--- config.mk ---
export PLATFORM = sky130hd
export DESIGN_NAME = wb_memtest_master
export DESIGN_NICKNAME = d
export VERILOG_FILES = /design/src/rtl/wb_memtest_master.sv
export SDC_FILE = /design/constraint.sdc
export NUM_CORES = 1
export LEC_CHECK = 0
export BUFFER_PORTS_ARGS = -buffer_cell sky130_fd_sc_hd__buf_2
export CAP_MARGIN = 25
export CORE_MARGIN = 2
export CORE_UTILIZATION = 55
export DETAILED_ROUTE_END_ITERATION = 10
export PLACE_DENSITY = 0.86
export SYNTH_ARGS = -nofsm -noshare
export SYNTH_HDL_FRONTEND = slang
export SYNTH_SLANG_ARGS = --single-unit
--- constraint.sdc ---
create_clock -name clk -period 5.5 [get_ports clk]
set_input_delay 0.825 -clock clk [delete_from_list [all_inputs] [get_ports clk]]
set_output_delay 0.825 -clock clk [all_outputs]
set_load 0.01 [all_outputs]
--- src/rtl/wb_memtest_master.sv ---
// wb_memtest_master: pipelined Wishbone initiator running a write-then-readback pattern test.
// Ports: clk, rst_n (sync, active low); start/start_addr/len/seed launch a run;
// busy/done/pass/bus_err/err_cnt report status; wb_* is the pipelined Wishbone initiator.
// Optional WB_MEMTEST_ERRLOG_EN adds fail_addr/fail_exp/fail_got (first miscompare log).
module wb_memtest_master #(
  parameter int ADDR_W  = 32,
  parameter int MAX_OUT = 4
) (
  input  logic              clk,
  input  logic              rst_n,
  input  logic              start,
  input  logic [ADDR_W-1:0] start_addr,
  input  logic [15:0]       len,
  input  logic [31:0]       seed,
  output logic              busy,
  output logic              done,
  output logic              pass,
  output logic              bus_err,
  output logic [15:0]       err_cnt,
  output logic              wb_cyc,
  output logic              wb_stb,
  output logic              wb_we,
  output logic [ADDR_W-1:0] wb_adr,
  output logic [3:0]        wb_sel,
  output logic [31:0]       wb_dat_o,
  input  logic [31:0]       wb_dat_i,
  input  logic              wb_ack,
  input  logic              wb_err,
  input  logic              wb_stall
`ifdef WB_MEMTEST_ERRLOG_EN
  ,
  output logic [ADDR_W-1:0] fail_addr,
  output logic [31:0]       fail_exp,
  output logic [31:0]       fail_got
`endif
);
  typedef enum logic [2:0] {IDLE, WR, GAP, RD, FIN} state_t;
  state_t state, state_n;
  logic [ADDR_W-1:0] base;
  logic [15:0] len_r, iss, ack_idx, iss_n;
  logic [31:0] seed_r, exp_d;
  logic [3:0] outst, outst_n;
  logic fin_r, phase, acc, rsp, bad_rsp, last, rd_ack, miss;
  always_comb begin
    phase    = state == WR || state == RD;
    wb_cyc   = phase && (iss != len_r || outst != 4'd0);
    wb_stb   = phase && iss != len_r && outst < 4'(MAX_OUT);
    wb_we    = state == WR;
    wb_sel   = 4'hF;
    wb_adr   = phase ? base + ADDR_W'({iss, 2'b00}) : '0;
    wb_dat_o = wb_we ? seed_r ^ {iss, ~iss} : 32'h0;
    acc      = wb_stb && !wb_stall;
    rsp      = wb_cyc && (wb_ack || wb_err);
    bad_rsp  = wb_cyc && wb_err;
    iss_n    = iss + 16'(acc);
    outst_n  = outst + 4'(acc) - 4'(rsp);
    // phase ends on the edge that retires the final response, so no idle tail cycle
    last     = iss_n == len_r && outst_n == 4'd0;
    exp_d    = seed_r ^ {ack_idx, ~ack_idx};
    rd_ack   = state == RD && wb_cyc && wb_ack;
    miss     = rd_ack && wb_dat_i != exp_d;
    busy     = state != IDLE;
    done     = state == FIN;
    pass     = (fin_r || done) && err_cnt == 16'd0 && !bus_err;
    state_n  = state;
    case (state)
      IDLE:    state_n = start ? WR : IDLE;
      WR:      state_n = bad_rsp ? FIN : last ? GAP : WR;
      GAP:     state_n = RD;
      RD:      state_n = (bad_rsp || last) ? FIN : RD;
      default: state_n = IDLE;
    endcase
  end
  always_ff @(posedge clk) begin
    if (!rst_n) state <= IDLE;
    else state <= state_n;
  end
  always_ff @(posedge clk) begin
    if (!rst_n) begin
      base    <= '0;
      len_r   <= '0;
      seed_r  <= '0;
      iss     <= '0;
      ack_idx <= '0;
      outst   <= '0;
      err_cnt <= '0;
      bus_err <= 1'b0;
      fin_r   <= 1'b0;
`ifdef WB_MEMTEST_ERRLOG_EN
      fail_addr <= '0;
      fail_exp  <= '0;
      fail_got  <= '0;
`endif
    end else if (state == IDLE) begin
      if (start) begin
        base    <= start_addr & ~ADDR_W'(3);
        len_r   <= len;
        seed_r  <= seed;
        iss     <= '0;
        ack_idx <= '0;
        outst   <= '0;
        err_cnt <= '0;
        bus_err <= 1'b0;
        fin_r   <= 1'b0;
`ifdef WB_MEMTEST_ERRLOG_EN
        fail_addr <= '0;
        fail_exp  <= '0;
        fail_got  <= '0;
`endif
      end
    end else if (state == GAP) begin
      iss     <= '0;
      ack_idx <= '0;
      outst   <= '0;
    end else if (phase) begin
      iss   <= iss_n;
      outst <= outst_n;
      if (rd_ack) ack_idx <= ack_idx + 16'd1;
      if (miss && err_cnt != 16'hFFFF) err_cnt <= err_cnt + 16'd1;
      if (bad_rsp) bus_err <= 1'b1;
`ifdef WB_MEMTEST_ERRLOG_EN
      // err_cnt is still zero only on the first miscompare of the run
      if (miss && err_cnt == 16'd0) begin
        fail_addr <= base + ADDR_W'({ack_idx, 2'b00});
        fail_exp  <= exp_d;
        fail_got  <= wb_dat_i;
      end
`endif
    end else if (state == FIN) begin
      fin_r <= 1'b1;
    end
  end
endmodule

Yosys cells after proc, flatten, opt, wreduce, memory -nomap -nowiden
Cells that the tools add are included.
{"block": "word_totals", "in_bits": 118, "output_inout_bits": 91, "ff_bits": 135, "wordCells": 101}
{"block": "op_classes", "n_addsub": 6, "eq_ne": 11, "magnitude_cmp": 1, "muxes": 32, "bitwise": 4, "n_reduce_logical": 37}
{"cell": "2-to-1 mux 16 bit", "n": 12}
{"cell": "2-to-1 mux 32 bit", "n": 2}
{"cell": "XOR 32 bit", "n": 2}
{"cell": "adder 16 x 1 -> 16 bit (second input constant)", "n": 2}
{"cell": "adder 32 x 18 -> 32 bit", "n": 1}
{"cell": "inequality test 32 bit", "n": 1}
{"cell": "NOT 16 bit", "n": 2}
{"cell": "adder 16 x 1 -> 16 bit", "n": 1}
{"cell": "== test 16 bit", "n": 1}
{"cell": "logical NOT 16 bit", "n": 1}
{"cell": "2-to-1 mux 4 bit", "n": 4}
{"cell": "inequality test 16 bit", "n": 1}
{"cell": "inequality test 16 bit (second input constant)", "n": 1}
{"cell": "logical AND 1 bit", "n": 13}
{"cell": "case mux 3 bit (4 select lines)", "n": 1}
{"cell": "AND reduction 4 bit", "n": 3}
{"cell": "2-to-1 mux 1 bit", "n": 10}
{"cell": "nonzero test 3 bit", "n": 3}
{"cell": "nonzero test 2 bit", "n": 4}
{"cell": "== test 3 x 2 -> 1 bit (second input constant)", "n": 2}
{"cell": "2-to-1 mux 3 bit", "n": 2}
{"cell": "logical OR 1 bit", "n": 5}
{"cell": "adder 4 x 1 -> 4 bit", "n": 1}
{"cell": "logical NOT 4 bit", "n": 1}
{"cell": "other kinds (12)", "n": 15}

Longest topological paths before layout
Gate-level depths: netlist of run 1.
{"block": "depth", "word_depth": 12, "mapped_depth": 19, "depth_no_buf": 18}

Worst setup path after synthesis of run 1
OpenSTA, ideal clock, no wires.
{"block": "synth_timing", "path_kind": "register to register", "startpoint": "reg iss[11]", "endpoint": "reg state[1]", "period_less_slack_ps": 4037, "stages_incl_launch_ff": 19, "setup_ps": 140, "path_buffers": 1, "t_required_ps": 5360, "t_arrival_ps": 3896, "path_slack_ps": 1463, "path_cell_list": "dfxtp_1 -> buf_2 -> xnor2_1 -> nand4_1 -> or4_4 -> or2_2 -> nor2_1 -> nor2_1 -> o21a_1 -> ha_1 -> inv_1 -> ha_1 -> fa_1 -> nor3_1 -> nand3_1 -> nor4_1 -> and4_1 -> mux2i_1 -> o311ai_0"}
{"block": "synth_between", "word_cells_on_any_way": 19, "classes_between": "add/sub (3); eq/ne (2); mux (4); reduce/logical (10)"}
{"item": "start, declared", "line": "40", "rtl": "logic [15:0] len_r, iss, ack_idx, iss_n;"}
{"item": "start signal, assigned", "line": "116", "rtl": "iss <= iss_n;"}
{"item": "inequality test 16 bit *", "line": "46", "rtl": "wb_cyc = phase && (iss != len_r || outst != 4'd0);"}
{"item": "logical OR 1 bit *", "line": "46"}
{"item": "logical AND 1 bit *", "line": "46"}
{"item": "via wb_cyc", "line": "20", "rtl": "output logic wb_cyc,"}
{"item": "logical AND 1 bit", "line": "53", "rtl": "rsp = wb_cyc && (wb_ack || wb_err);"}
{"item": "subtractor 4 x 1 -> 4 bit", "line": "56", "rtl": "outst_n = outst + 4'(acc) - 4'(rsp);"}
{"item": "logical NOT 4 bit", "line": "58", "rtl": "last = iss_n == len_r && outst_n == 4'd0;"}
{"item": "logical AND 1 bit", "line": "58"}
{"item": "2-to-1 mux 2 bit / logical OR 1 bit (equally long branches)", "line": "68, 70"}
{"item": "2-to-1 mux 3 bit (on tied branches)", "line": "68, 70"}
{"item": "case mux 3 bit (4 select lines) *", "line": "66", "rtl": "case (state)"}
{"item": "end signal, assigned", "line": "76", "rtl": "else state <= state_n;"}
{"item": "end, declared", "line": "38", "rtl": "state_t state, state_n;"}
The timed path passes the listed nets; every way through them passes the cells marked *.
A chain may end at the register's enable or synchronous reset.

Worst setup path in the final report of run 1
{"block": "layout_timing", "startpoint": "reg iss[4]", "endpoint": "reg state[1]"}
{"block": "layout_between", "elab_chain_len": 11, "word_cells_on_any_way": 19, "classes_between": "add/sub (3); eq/ne (2); mux (4); reduce/logical (10)"}
{"item": "inequality test 16 bit", "line": "46, 47"}
{"item": "logical AND 1 bit (2 in a row)", "line": "47", "rtl": "wb_stb = phase && iss != len_r && outst < 4'(MAX_OUT);"}
{"item": "logical AND 1 bit", "line": "52", "rtl": "acc = wb_stb && !wb_stall;"}
{"item": "adder 4 x 1 -> 4 bit", "line": "56"}
{"item": "subtractor 4 x 1 -> 4 bit", "line": "56"}
{"item": "logical NOT 4 bit", "line": "58"}
{"item": "logical AND 1 bit", "line": "58"}
{"item": "2-to-1 mux 2 bit / logical OR 1 bit (equally long branches)", "line": "68, 70"}
{"item": "2-to-1 mux 3 bit (on tied branches)", "line": "68, 70"}
{"item": "case mux 3 bit (4 select lines) *", "line": "66"}
Every way passes the cells marked *; elsewhere a longest branch is shown, timed or not.

==> results of run 1 <==
[critical path, stage by stage, from the launching register on]
cell      delay (ns)
dfxtp_1         0.71
xnor2_2         0.21
nand4_1         0.11
or4_4           0.59
or2_2           0.31
nor2_1          0.11
nor2_1          0.07
o21a_1          0.11
ha_1            0.27
inv_1           0.04
ha_1            0.20
fa_1            0.45
nor3_1          0.20
nand3_1         0.12
nor4_1          0.35
and4_1          0.33
mux2i_1         0.20
o311ai_0        0.13
[synthesized netlist by cell type (20+ instances only)]
cell and n:
nand4_1 20, ha_1 26, nand2_1 209, clkbuf_1 44, a21oi_1 110, nand3_1 27, o21ai_0 30, dfxtp_1 135
xor2_1 52, inv_1 26, xnor2_1 61, nor2_1 127
[per-stage QoR]
step | total power [mW] | setup WS (ns) | area [um2] | utilization (%) | instances
after floorplan | 2.014 | 1.463 | 8642 | - | 1118
after CTS | 3.499 | 0.8046 | 10270 | 67.29 | 1500
after global routing | 3.686 | 0.6152 | 10270 | 67.32 | 1501
final | 3.508 | 0.8557 | 10270 | 67.32 | 1501
after global placement | 2.330 | 1.015 | 9671 | 63.38 | 1468
after detailed placement | 2.358 | 0.9598 | 9671 | 63.38 | 1468
[where the power goes]
group / internal [mW] / switching (mW)
logic: 0.448 / 0.695
registers: 1.09 / 0.126
clock network: 0.675 / 0.476
total: 2.21 / 1.30
[worst max-delay path by stage]
stage | slack [ns] | depth (start not counted) | to | start
final | 0.86 | 17 | state[1]$_SDFF_PN0_ | iss[4]$_SDFFE_PN0P_
after floorplan | 1.46 | 18 | state[1]$_SDFF_PN0_ | iss[11]$_SDFFE_PN0P_
after global placement | 1.01 | 17 | state[1]$_SDFF_PN0_ | iss[4]$_SDFFE_PN0P_
after CTS | 0.80 | 10 | wb_adr[26] | iss[0]$_SDFFE_PN0P_
after detailed placement | 0.96 | 17 | state[1]$_SDFF_PN0_ | iss[4]$_SDFFE_PN0P_
after global routing | 0.62 | 18 | state[1]$_SDFF_PN0_ | iss[4]$_SDFFE_PN0P_
[cells by family (layout without fill, tap and decap cells)]
kind of cell / after synthesis / in the layout / synth area share [%]
AOI/OAI and AO/OA: 225 / 225 / 15.85
and+or+nand+nor: 484 / 484 / 25.64
DFF: 135 / 135 / 31.33
other: 2 / 6 / 0.08705
xor gates and xnor gates: 136 / 136 / 17.37
adders and majority gates: 28 / 28 / 4.235
muxes: 3 / 3 / 0.3481
buffers and inverters: 101 / 273 / 5.134
[cell type report]
type	instances	share of cell area, %
sequential	135	26.31
timing repair buffer	215	10.82
clock inverter	15	1.669
inverter	26	0.9501
multi-input combinational	882	53.54
tap	211	2.570
clock buffer	17	4.141
[layout by cell type, fill, tap and decap left out, types with 7 or more instances in the layout]
cell type and n:
a21oi_1 110, a211oi_1 13, a21o_1 8, and3_1 14, or3_1 8, o211ai_1 7, nor4_1 12, a22oi_1 9
dfxtp_1 135, xor2_1 52, nor3_1 18, inv_1 25, xor3_1 8, ha_1 26, o21ai_1 9, nand3_1 27
buf_4 14, and2_1 8, buf_2 201, xnor2_1 61, nor2_1 127, xnor3_1 12, clkbuf_16 17, nand4_1 20
o21ai_0 30, nand2_1 208
[registers in the layout (all words and copies together), names as in the netlist]
name     count
err_cnt     16
iss         16
outst        4
fin_r        1
bus_err      1
base        30
ack_idx     16
state        3
len_r       16
seed_r      32
[layer usage]
layer	track usage, %	vias to the layer above	share of wire (%)
met4	13.11	0	3.9
li1	-	4134	-
met1	41.21	3927	42
met3	5.698	88	8.7
met5	0	-	0
met2	48.61	465	45
==> flow_summary.toml, run 1 <==
[synthesis]
synth_cell_type_count = 65
synth_seq_cells = 135
yosys_warnings = 0
yosysSeqAreaShare_pct = 31.33
synthTopCellsByArea = "dfxtp_1, nand2_1, a21oi_1"
synth_flop_cell = "dfxtp_1"
synth_top_area_cell = "dfxtp_1"
synth_area_per_cell_um2 = 7.744
syn-cell-area_mm2 = 0.008627
synth_edf_count = 0
syn_inst = 1114
async_reset_ff_share_pct = 0
synth_top_area_share_pct = 31.33

[layout]
layout-drive-gt1-share_pct = 21.24
multi_input_area_mm2 = 0.005500
area_delta_synth_final_pct = 19.07
num_antenna_cells = 0
regArea_mm2 = 0.002703
fill_cells = 1301
fin_nets = 1423

[sta]
fin_crit_ns = 4.644
timing.fmax_mhz = 215.3
tightest_slew_ns = 1.050
drv_slew = 0
rsz0062_at_grt = "no"
hold_viol_final = 0
hold_ws_ns = 0.4652
slew_headroom_pct = 29.54
period_share_pct = 84.44
finalClockSkew_ns = 0.01283
setup_viol = 0
fin_setup_tns_ns = 0

[detailed_routing]
vias_per_cell = 5.739
drc_errors = 0
ant_nets = 0
firstDrtPassIters = 5
routed_wl_mm = 25.43
wl_per_cell_um = 16.94
vias = 8614
initialDrtViolationCount = 782

[critical_path]
cp-end-kind = "register"
critPathMaxFanout = 10
required_ns = 5.80
cp.arrival_ns = 4.94
r2r_slack_ns = 0.86
r2r_cells = 17
critical_path_class = "reg2reg"
timing.rr.end = "state[1]$_SDFF_PN0_"
r2r-start = "iss[4]$_SDFFE_PN0P_"
critPathLaunchType = "register"

[min_path]
hold_path_depth = 2
holdCritPathClass = "reg2reg"
holdPathEnd = "base[15]$_SDFFE_PN0P_"
min_from = "base[15]$_SDFFE_PN0P_"

[status]
status = "finished clean"

[pwr]
power_density_mw_per_mm2 = 341.5
power_leakage_nw = 4.437
irDropWorstVdd_mv = 0.3006

[global_routing]
grt_pass1_vias = 8023
grt_usage_pct = 30.68
grt_max_degree = 80
antenna_found_initial = 0
grt_overflow_total = 0
grt_pass1_wl_mm = 40.18

[placement]
finalWeightedCongestion = 0.9225
port_buffers = 200
dp_hpwl_mm = 18.31

[clock_network]
clk_latency_ns = 0.44
cts_buffer_depth = 2
htreeDepth = 4
cts_tree = "built"
holdBufCountCts = 0
cts_sinks = 135
post_cts_buffers = 0
postCtsResizedCells = 0
path_clk_slew_ns = 0.06
root_buffer = "clkbuf_16"
cts_made_buffers = 17

[die]
die_h_um = 129.2
coreArea_mm2 = 0.01526
start_util_pct = 56.54
pin_count = 209
die_w_um = 129.2
dieArea_mm2 = 0.01670
row_count = 45

[job]
drv_cap = 0
(Power assumes the default switching activity.)
==> run 2: changes to the inputs <==
==> constraint.sdc (replaced) <==
create_clock -name clk -period 4.5 [get_ports clk]
set_input_delay 0.675 -clock clk [delete_from_list [all_inputs] [get_ports clk]]
set_output_delay 0.675 -clock clk [all_outputs]
set_load 0.01 [all_outputs]
==> flow_summary.toml, run 2 (synthesis results as in run 1) <==
[die]
dieArea_mm2 = 0.01670
start_util_pct = 56.54
die_w_um = 129.2
row_count = 45
coreArea_mm2 = 0.01526
pin_count = 209
die_h_um = 129.2

[critical_path]
r2r_cells = 17
required_ns = 4.79
critPathLaunchType = "register"
timing.rr.end = "state[1]$_SDFF_PN0_"
r2r_slack_ns = 0.20
cp.arrival_ns = 4.60
critical_path_class = "reg2reg"
critPathMaxFanout = 4
r2r-start = "iss[11]$_SDFFE_PN0P_"
cp-end-kind = "register"

[detailed_routing]
initialDrtViolationCount = 848
wl_per_cell_um = 17.12
firstDrtPassIters = 5
routed_wl_mm = 25.91
vias_per_cell = 5.720
drc_errors = 0
ant_nets = 0
vias = 8654

[global_routing]
grt-busiest-layer = "met2"
grtUsageMet1_pct = 42.98
grtUsageMet2_pct = 48.48
grt_max_degree = 58
antenna_found_initial = 0
grt_pass1_vias = 7857
grt_overflow_total = 0
grt.met3_usage_pct = 5.409
grt_usage_pct = 31.08
grt_pass1_wl_mm = 40.39

[sta]
tightest_slew_ns = 0.9975
fin_setup_tns_ns = 0
fin_crit_ns = 4.304
rsz0062_at_grt = "no"
period_share_pct = 95.63
hold_viol_final = 0
finalClockSkew_ns = 0.008287
slew_headroom_pct = 33.27
timing.fmax_mhz = 232.4
setup_viol = 0
drv_slew = 0

[layout]
layoutNonFillerInstCount = 1513
largest_reg_flops = 32
layout-drive-gt1-share_pct = 22.27
final_common_cell = "nand2_1"
fin_nets = 1435
fill_cells = 1287
final_cell_mix = "nand2_1, buf_2, dfxtp_1"
area_delta_synth_final_pct = 20.58
reg_top3 = "seed_r: 32 flops, base: 30 flops"
registers.top_by_ff_count = "seed_r"
num_antenna_cells = 0

[pwr]
power_density_mw_per_mm2 = 415.8
power_leakage_nw = 4.516
irDropWorstVdd_mv = 0.3405

[clock_network]
cts_tree = "built"
postCtsResizedCells = 0
cts_sinks = 135
cts_made_buffers = 17
root_buffer = "clkbuf_16"
post_cts_buffers = 0
holdBufCountCts = 0
cts_buffer_depth = 2
path_clk_slew_ns = 0.06
clk_latency_ns = 0.43
htreeDepth = 4

[placement]
dp_hpwl_mm = 18.69
finalWeightedCongestion = 0.9020
port_buffers = 200
dp.cells = 1479

[min_path]
holdPathEnd = "base[16]$_SDFFE_PN0P_"
min_from = "base[16]$_SDFFE_PN0P_"
hold_path_depth = 2
holdCritPathClass = "reg2reg"

[status]
status = "finished clean"

[job]
drv_cap = 0
[run 2: cell count changes in the layout (fill, tap and decap cells not counted), moves of 2 or more]
| cell | change |
|---|---|
| clkbuf_8 | +3 |
| xnor2_2 | +2 |
| buf_4 | +11 |
| clkinv_4 | -5 |
| xnor2_1 | -2 |
| clkinv_2 | +3 |
[run 2: layout make-up]
type,count,area [um2],share of cell area [%]
multi-input combinational,882,5523,53.09
sequential,135,2704,25.99
timing repair buffer,227,1221,11.74
clock buffer,21,470.5,4.522
tap,211,264.0,2.538
clock inverter,11,122.6,1.179
inverter,26,97.59,0.9382
[run 2: how the worst max path moves through the flow]
stage	cells past startpoint	slack, ns	startpoint	endpoint
floorplan	18	0.46	iss[11]$_SDFFE_PN0P_	state[1]$_SDFF_PN0_
finish	17	0.20	iss[11]$_SDFFE_PN0P_	state[1]$_SDFF_PN0_
global route	17	0.01	iss[9]$_SDFFE_PN0P_	state[1]$_SDFF_PN0_
detailed placement	17	0.17	iss[3]$_SDFFE_PN0P_	state[1]$_SDFF_PN0_
global placement	17	0.28	iss[3]$_SDFFE_PN0P_	state[1]$_SDFF_PN0_
CTS	11	0.10	iss[0]$_SDFFE_PN0P_	wb_adr[26]
[run 2: critical path: stages (launching register included)]
cell,delay [ns]
dfxtp_1,0.32
xnor2_1,0.27
nand4_1,0.17
or4_4,0.60
or2_2,0.31
nor2_1,0.10
nor2_1,0.07
o21a_1,0.11
ha_1,0.27
inv_1,0.04
ha_1,0.20
fa_1,0.48
nor3_1,0.20
nand3_1,0.12
nor4_2,0.30
and4_2,0.31
mux2i_1,0.19
o311ai_0,0.13
[run 2: routing by layer]
| layer | vias up | wire (um) |
|---|---|---|
| li1 | 4169 | - |
| met1 | 3982 | 11010 |
| met2 | 449 | 11730 |
| met3 | 54 | 2347 |
| met4 | 0 | 820 |
| met5 | - | 0 |
[run 2: stage by stage]
step	worst slack, ns	utilization (%)	hold slack, ns	power [mW]	instance area [um2]
CTS	0.1035	67.81	0.4622	4.294	10350
floorplan	0.4633	-	0.4406	2.461	8642
global placement	0.2823	63.92	0.4460	2.865	9753
detailed placement	0.1730	63.92	0.4539	2.898	9753
finish	0.1965	68.18	0.4618	4.326	10400
global route	0.01312	68.18	0.4755	4.545	10400
[run 2: where the power goes]
part           switching [mW]  total [mW]  internal (mW)
Sequential              0.149        1.48           1.33
Combinational           0.874        1.44          0.564
Clock                   0.550        1.41          0.858
Total                    1.57        4.33           2.75
==> run 3: changes to the inputs <==
--- a/config.mk
+++ b/config.mk
@@ -7,8 +7,10 @@
 export LEC_CHECK = 0
 export BUFFER_PORTS_ARGS = -buffer_cell sky130_fd_sc_hd__buf_2
 export CAP_MARGIN = 25
+export CORE_ASPECT_RATIO = 0.9
 export CORE_MARGIN = 2
 export CORE_UTILIZATION = 55
+export CTS_BUF_LIST = sky130_fd_sc_hd__clkbuf_4
 export DETAILED_ROUTE_END_ITERATION = 10
 export PLACE_DENSITY = 0.86
 export SYNTH_ARGS = -nofsm -noshare
==> flow_summary.toml, run 3 (synthesis results as in run 1) <==
[status]
status = "finished clean"

[sta]
timing.fmax_mhz = 230.0
setup_viol = 0
slew_headroom_pct = 35.96
tightest_slew_ns = 0.9606
period_share_pct = 96.60
fin_crit_ns = 4.347
hold_viol_final = 0
drv_slew = 0
finalClockSkew_ns = 0.02158

[clock_network]
root_buffer = "clkbuf_4"
htreeDepth = 4
path_clk_slew_ns = 0.13
cts_made_buffers = 17
post_cts_buffers = 0
cts_buffer_depth = 2
holdBufCountCts = 0
cts_sinks = 135
clk_latency_ns = 0.59
cts_tree = "built"

[global_routing]
grt_pass1_vias = 7897
grt_pass1_wl_mm = 39.48
grt_overflow_total = 0
grt_max_degree = 52
grt_usage_pct = 30.22
antenna_found_initial = 1

[die]
coreArea_mm2 = 0.01539
start_util_pct = 56.07
row_count = 43
dieArea_mm2 = 0.01670
die_w_um = 136.0
die_h_um = 122.8
pin_count = 209

[pwr]
p_comb_share_pct = 40.0
pwr-share-seq_pct = 41.0
p_switching_mw = 1.494
power_leakage_nw = 4.355
totalPowerFinal_mw = 3.604
internal_power_mw = 2.111
power_density_mw_per_mm2 = 358.8
p_clk_share_pct = 19.0
irDropWorstVdd_mv = 0.2505
sw_frac_of_total_pct = 41.44

[layout]
finish.utilization_pct = 65.28
layout-drive-gt1-share_pct = 22.23
registers.top_by_ff_count = "seed_r"
fin_nets = 1433
area_delta_synth_final_pct = 16.43
final_cell_area_mm2 = 0.01004
num_antenna_cells = 0
reg_top3 = "seed_r: 32 flops, base: 30 flops"
multi_input_area_mm2 = 0.005559
final_cell_mix = "nand2_1, buf_2, dfxtp_1"
fill_cells = 1367
largest_reg_flops = 32
regArea_mm2 = 0.002704
final_common_cell = "nand2_1"

[detailed_routing]
vias = 8722
routed_wl_mm = 24.98
ant_nets = 0
firstDrtPassIters = 6
wl_per_cell_um = 16.63
drc_errors = 0
vias_per_cell = 5.807
initialDrtViolationCount = 896

[critical_path]
r2r_cells = 17
cp.arrival_ns = 4.80
cp-end-kind = "register"
timing.rr.end = "state[1]$_SDFF_PN0_"
r2r_slack_ns = 0.15
r2r-start = "iss[3]$_SDFFE_PN0P_"
critPathMaxFanout = 4
crit_slowest_cell = "or4_4"
required_ns = 4.95
path_cells = "xnor2_1 > nand4_1 > or4_4 > or2_2 > nor2_1 > nor2_1 > o21a_1 > ha_1 > inv_1 > ha_1 > fa_1 > nor3_2 > nand3_1 > nor4_2 > and4_2 > mux2i_1 > o311ai_0"
startpoint = "iss[3]$_SDFFE_PN0P_"
max_stage_delay_ns = 0.61
critical_path_class = "reg2reg"
critPathLaunchType = "register"

[job]
drv_cap = 0

[min_path]
holdCritPathClass = "in2reg"
holdPathEnd = "seed_r[1]$_SDFFE_PN0P_"
hold_path_depth = 3
min_from = "seed[1]"

[placement]
finalWeightedCongestion = 0.9160
dp_hpwl_mm = 18.47
dpl-instance-area_mm2 = 0.009747
port_buffers = 200
## run 3: changes by cell type in the layout (fill, tap and decap cells not counted), moves of 3 or more
cell / before / now
clkbuf_8: 3 / 0
clkbuf_16: 17 / 0
clkinv_4: 1 / 4
clkbuf_4: 0 / 17
clkinv_1: 0 / 4
## run 3: final cells by class
type                            instances  share of cell area, %
Multi-Input combinational cell        882                  55.34
Sequential cell                       135                  26.92
Timing Repair Buffer                  225                  12.08
Tap cell                              202                  2.516
Clock buffer                           17                  1.271
Inverter                               26                 0.9716
Clock inverter                         15                 0.8969
## run 3: worst max path at each step
stage / end / slack (ns) / cells past startpoint
after floorplan: state[1]$_SDFF_PN0_ / 0.46 / 18
after global placement: state[1]$_SDFF_PN0_ / 0.29 / 17
after detailed placement: state[1]$_SDFF_PN0_ / 0.14 / 17
after CTS: state[1]$_SDFF_PN0_ / 0.12 / 17
after global routing: state[1]$_SDFF_PN0_ / -0.001 / 17
final: state[1]$_SDFF_PN0_ / 0.15 / 17
## run 3: power by group through the flow
stage	Combinational, mW	Sequential, mW	Clock (mW)
floorplan	1.02	1.44	0
global placement	1.36	1.49	0
detailed placement	1.39	1.50	0
CTS	1.40	1.47	0.687
global route	1.58	1.49	0.743
finish	1.44	1.48	0.685
## run 3: worst max-delay path: cells and delay by family, from the launching register on
family | cells | cell delay [ns]
flops | 1 | 0.34
compound gates | 2 | 0.25
simple gates | 9 | 2.19
mux | 1 | 0.21
xor+xnor | 1 | 0.24
fa+ha+maj | 3 | 0.95
buf+inv | 1 | 0.04
## run 3: metrics by stage
stage	worst slack (ns)	cells	hold WS [ns]	TNS, ns
final	0.1530	1502	0.3078	0
after global routing	-0.0009992	1502	0.3006	-0.0009992
after CTS	0.1156	1501	0.2868	0
after detailed placement	0.1397	1469	0.4571	0
after global placement	0.2888	1468	0.4470	0
after floorplan	0.4633	1118	0.4406	0
## run 3: layer usage
metal / GRT usage, % / vias up / routed length [um]
li1: - / 4172 / -
met3: 4.833 / 68 / 2481
met2: 47.20 / 455 / 10940
met5: 0 / - / 13
met4: 13.93 / 2 / 828
met1: 41.13 / 4025 / 10710
## run 3: timing repair
item | in CTS | in global routing
resized for setup | 3 | 8
endpoints found under the setup margin | 7 | 9
pin swaps | 0 | 1
hold endpoints to repair | 0 | 0
